[src/rtl/cpu_dma_tx_sched.sv]
// Round-robin grant scheduler for CPU DMA TX queues sharing one DMA TX engine.
// One grant is held at a time until the engine reports done or the watchdog expires.
`timescale 1ns/1ps
module cpu_dma_tx_sched #(
  parameter int NUM_QUEUES          = 4,
  parameter int TX_WATCHDOG_TIMEOUT = 125000,
  localparam int QW = (NUM_QUEUES > 1) ? $clog2(NUM_QUEUES) : 1,
  localparam int WW = $clog2(TX_WATCHDOG_TIMEOUT) + 1
) (
  input  logic                  clk,
  input  logic                  reset,
  input  logic                  enable,
  input  logic [NUM_QUEUES-1:0] tx_req,
  input  logic                  tx_done,
  output logic [NUM_QUEUES-1:0] tx_grant,
  output logic                  tx_busy,
  output logic                  tx_timeout,
  output logic [QW-1:0]         tx_timeout_q
);

  typedef enum logic [0:0] {IDLE = 1'b0, ACTIVE = 1'b1} state_t;

  localparam logic [NUM_QUEUES-1:0] ONE_HOT_0 = {{(NUM_QUEUES-1){1'b0}}, 1'b1};
  localparam logic [WW-1:0]         WD_LOAD   = WW'(TX_WATCHDOG_TIMEOUT - 1);

  state_t                  state_r, state_s;
  logic [NUM_QUEUES-1:0]   grant_r, grant_s;
  logic [QW-1:0]           gq_r, gq_s;
  logic [QW-1:0]           last_q_r, last_q_s;
  logic [QW-1:0]           tq_r, tq_s;
  logic [QW-1:0]           winner_s, idx_s;
  logic [WW-1:0]           wd_r, wd_s;
  logic                    found_s;
  logic                    tmo_r, tmo_s;
  logic                    busy_r, busy_s;

  // Round-robin search starting just after the last winner, wrapping once.
  always_comb begin
    found_s  = 1'b0;
    winner_s = '0;
    idx_s    = '0;
    for (int i = 1; i <= NUM_QUEUES; i++) begin
      idx_s = QW'((int'(last_q_r) + i) % NUM_QUEUES);
      if (!found_s && tx_req[idx_s]) begin
        found_s  = 1'b1;
        winner_s = idx_s;
      end else begin
        found_s  = found_s;
      end
    end
  end

  // Next-state logic: grant issue, hold, release on done, release on watchdog expiry.
  always_comb begin
    state_s  = state_r;
    grant_s  = grant_r;
    gq_s     = gq_r;
    last_q_s = last_q_r;
    wd_s     = wd_r;
    tmo_s    = 1'b0;
    tq_s     = '0;
    case (state_r)
      IDLE: begin
        if (enable && found_s) begin
          state_s  = ACTIVE;
          grant_s  = ONE_HOT_0 << winner_s;
          gq_s     = winner_s;
          last_q_s = winner_s;
          wd_s     = WD_LOAD;
        end else begin
          grant_s  = '0;
        end
      end
      ACTIVE: begin
        // done takes priority over an expiring watchdog
        if (tx_done) begin
          state_s = IDLE;
          grant_s = '0;
          wd_s    = '0;
        end else if (wd_r == '0) begin
          state_s = IDLE;
          grant_s = '0;
          wd_s    = '0;
          tmo_s   = 1'b1;
          tq_s    = gq_r;
        end else begin
          wd_s    = wd_r - WW'(1);
        end
      end
      default: begin
        state_s = IDLE;
        grant_s = '0;
        wd_s    = '0;
      end
    endcase
    busy_s = |grant_s;
  end

  // State and registered outputs.
  always_ff @(posedge clk) begin
    if (reset) begin
      state_r  <= IDLE;
      grant_r  <= '0;
      gq_r     <= '0;
      last_q_r <= QW'(NUM_QUEUES - 1);
      wd_r     <= '0;
      tmo_r    <= 1'b0;
      tq_r     <= '0;
      busy_r   <= 1'b0;
    end else begin
      state_r  <= state_s;
      grant_r  <= grant_s;
      gq_r     <= gq_s;
      last_q_r <= last_q_s;
      wd_r     <= wd_s;
      tmo_r    <= tmo_s;
      tq_r     <= tq_s;
      busy_r   <= busy_s;
    end
  end

  assign tx_grant     = grant_r;
  assign tx_busy      = busy_r;
  assign tx_timeout   = tmo_r;
  assign tx_timeout_q = tq_r;

endmodule

[config.mk]
export PLATFORM = sky130hd
export DESIGN_NAME = cpu_dma_tx_sched
export DESIGN_NICKNAME = d
export VERILOG_FILES = /design/src/rtl/cpu_dma_tx_sched.sv
export SDC_FILE = /design/constraint.sdc
export NUM_CORES = 1
export LEC_CHECK = 0
export ABC_CLOCK_PERIOD_IN_PS = 3470
export CORE_ASPECT_RATIO = 0.7
export CORE_MARGIN = 8
export CORE_UTILIZATION = 45
export DETAILED_ROUTE_END_ITERATION = 16
export PLACE_DENSITY = 0.66
export SKIP_CTS_REPAIR_TIMING = 1
export SYNTH_ARGS = -nofsm -noshare
export SYNTH_HDL_FRONTEND = slang
export SYNTH_SLANG_ARGS = --single-unit
[constraint.sdc]
create_clock -name clk -period 3.47 [get_ports clk]
set_input_delay 0.694 -clock clk [delete_from_list [all_inputs] [get_ports clk]]
set_output_delay 0.694 -clock clk [all_outputs]
set_load 0.005 [all_outputs]
==> key figures <==
Flow run
  – Count of max-cap constraint violations: 0

Detailed routing
  – Antenna-violating nets left: 0
  – Drt pass-1 iters: 5
  – Drt first-iter violations: 136
  – Drt wl/cell: about 16 µm
  – Vias per inst: 5.89
  – Routed wire length: 3.65 mm
  – DRC: 0
  – Vias: around 1300

Floorplan
  – Row count: 17
  – Initial Util: 47.1%
  – I/O pin count: 16
  – CORE AREA: approximately 3100 µm²
  – Die Span Y: 64.0 µm
  – Die Wd: 84.6 µm
  – Die Area: between 5000 and 6000 µm²

Clock tree
  – H-tree depth: 2
  – CTS tree: done
  – Skew-Pair Late Insertion Delay: about 0.28 ns
  – CTS buffer count: 5
  – Root Buffer: clkbuf_8
  – Clk sink count: 31
  – Worst-path clk slew: 0.06 ns
  – Max clock buf depth: 2

STA
  – Worst-Margin Slew: 0.931 ns
  – Unrepaired setup endpoints after global routing: false
  – Final hold vios: 0
  – Setup ws final: a little under 0.8 ns
  – Slew headroom: 37.7%
  – Post-Route Setup TNS: 0 ns
  – Setup violations, final: 0
  – Fmax: 0.371 GHz
  – Fin crit share: 77.7%
  – Post-layout min period: between 2 and 3 ns
  – Min Hold Slack: 0.473 ns
  – Clock skew: 0.00362 ns
  – Final slew viol count: 0

Placement
  – Placed instance area: 1670 µm²
  – RD Place Congestion: 0.816
  – Dpl hpwl: roughly 2.6 mm
  – Dpl cells: 219
  – Setup WS pre-CTS: approximately 0.57 ns
  – Port bufs: 15

Global route
  – Overflow after GRT: 0
  – Tot GR Track Use: approximately 14%
  – Vias in the first global route: 1304
  – Antenna violations before repair: 0
  – Largest net degree at the start of global routing: 25
  – First-pass GRT wire length: 6.07 mm

Synth
  – YS warnings: 0
  – Post-synthesis async set-or-reset flop share: 0%
  – Syn_nets: around 180
  – Yosys cell types: 45
  – Syn Area/Cell: between 8 and 9 µm²
  – Sequential area share after synthesis: 41.8%
  – Mapped Area: between 1000 and 1500 µm²
  – Mapped Cells: 171
  – Ys flop type: dfxtp_1
  – Number of synthesized flops with an enable pin: 0
  – Flops & latches, synth: 31

Critical path
  – Critical-path cell list: clkdlybuf4s50_1 -> o41a_1 -> nor2b_1 -> and2_1 -> a22oi_1 -> a41oi_1
  – Worst path arrival time: 2.88 ns
  – Critical path type: primary input to register
  – Critical Path Max Stage Delay: 0.68 ns
  – WP data required: between 3 and 4 ns
  – CP max-delay cell: nor2b_1
  – Worst setup EP type: register
  – Max FO, Critical Path: 10
  – CP Launch Type: primary input

Cells and area
  – Fill count: about 290
  – Register area: 621 µm²
  – Ant diodes: 0
  – P&R area growth vs syn: 20.2%
  – Fraction of layout cells with a size suffix above 1: 7.94%
  – Multi-input logic area: 817 µm²
  – Finished Cell Area: about 1800 µm²
  – Final #Nets: 198
  – Non-filler instance count after layout: 227
  – Final core utilization: 56.6%

Pwr
  – PD cells: ~530 nW/µm²
  – Worst IR drop on VDD: roughly 0.00025 V
  – Design Power: 946 µW
  – Pleak: 0.641 nW

Hold path
  – Worst min path class: register to register

Status
  – Status: completed
==> cells in the mapped netlist (2+ instances only) <==
| cell type | n | area share (%) |
|---|---|---|
| a31oi_1 | 5 | 2.1 |
| inv_1 | 6 | 1.5 |
| o21ai_0 | 3 | 1.0 |
| ha_1 | 2 | 1.7 |
| a221oi_1 | 2 | 1.2 |
| a211oi_1 | 2 | 1.0 |
| nor3b_1 | 2 | 1.0 |
| nand2b_1 | 8 | 3.4 |
| a21oi_1 | 5 | 1.7 |
| nor3_1 | 5 | 1.7 |
| or3b_1 | 2 | 1.2 |
| nor2b_1 | 3 | 1.3 |
| nor2_1 | 27 | 6.8 |
| nand4_1 | 2 | 0.84 |
| nand2_1 | 10 | 2.5 |
| dfxtp_1 | 31 | 42 |
| xor2_1 | 3 | 1.8 |
| a311oi_1 | 6 | 3.5 |
| a22oi_1 | 5 | 2.5 |
| xnor2_1 | 3 | 1.8 |
| or3_1 | 2 | 0.84 |
| o21bai_1 | 3 | 1.5 |
| o31ai_1 | 2 | 1.0 |
| nand3_1 | 4 | 1.3 |
| clkbuf_1 | 5 | 1.3 |
| nor4_1 | 2 | 0.84 |
| and2_1 | 3 | 1.3 |
==> state kept, by name, indices dropped and copies added (netlist names) <==
name,cells
gq_r,2
last_q_r,2
state_r,1
tx_busy,1
tx_grant,4
tx_timeout,1
tx_timeout_q,2
wd_r,18
==> worst paths after layout <==
kind / start / endpoint / slack [ns] / cells past startpoint
worst max-delay path: tx_req[1] / tx_busy / 0.78 / 6
worst max register to register: wd_r[0] / tx_busy / 1.02 / 8
worst min-delay path: gq_r[0] / tx_timeout_q[0] / 0.47 / 1
worst min register to register: gq_r[0] / tx_timeout_q[0] / 0.47 / 1
==> layer usage <==
layer	track usage (%)	part of all wire (%)
met5	0	0
met4	9.93	2.8
met3	4.08	5.1
met2	21.9	44
met1	17.0	48
==> cell type report <==
type / count / area share [%]
clock buffer: 6 / 4.63
clock inverter: 2 / 1.96
inverter: 6 / 1.26
multi-input combinational: 128 / 45.8
sequential: 31 / 34.8
tap: 38 / 2.67
timing repair buffer: 16 / 8.84
==> cells by family (layout without fill, tap and decap cells) <==
| kind of cell | after synthesis | in the layout | synth area share, % |
|---|---|---|---|
| simple gates | 79 | 79 | 29.2 |
| compound gates | 41 | 41 | 20.7 |
| flops | 31 | 31 | 41.8 |
| buf+inv | 12 | 30 | 3.12 |
| xor+xnor | 6 | 6 | 3.54 |
| fa+ha+maj | 2 | 2 | 1.69 |
==> placed cells by master, fill, tap and decap left out, types with 2 or more instances in the layout <==
master and count:
clkdlybuf4s50_1 15, nand4_1 2, nor3b_1 2, nand2_1 10, nand2b_1 8, nor2b_1 3
or3_1 2, o21ai_0 3, a21oi_1 5, xnor2_1 3, a22oi_1 5, dfxtp_1 31
o21bai_1 3, xor2_1 3, and2_1 3, a221oi_1 2, nor3_1 5, o31ai_1 2
nor2_1 27, a211oi_1 2, a31oi_1 5, a311oi_1 6, nand3_1 4, inv_1 6
or3b_1 2, ha_1 2, clkbuf_8 6, nor4_1 2
==> power by group <==
group	switching [mW]	internal [mW]	total, mW	leakage (nW)
logic	0.0913	0.0764	0.168	0.325
clock network	0.135	0.232	0.367	0.0612
registers	0.0305	0.381	0.411	0.254
==> worst max-delay path: cells and delay by family <==
kind	cells	cell delay [ns]
AND/OR/NAND/NOR	2	0.98
AO/OA/AOI/OAI	3	0.66
buffers and inverters	1	0.54
(Power assumes the default switching activity.)
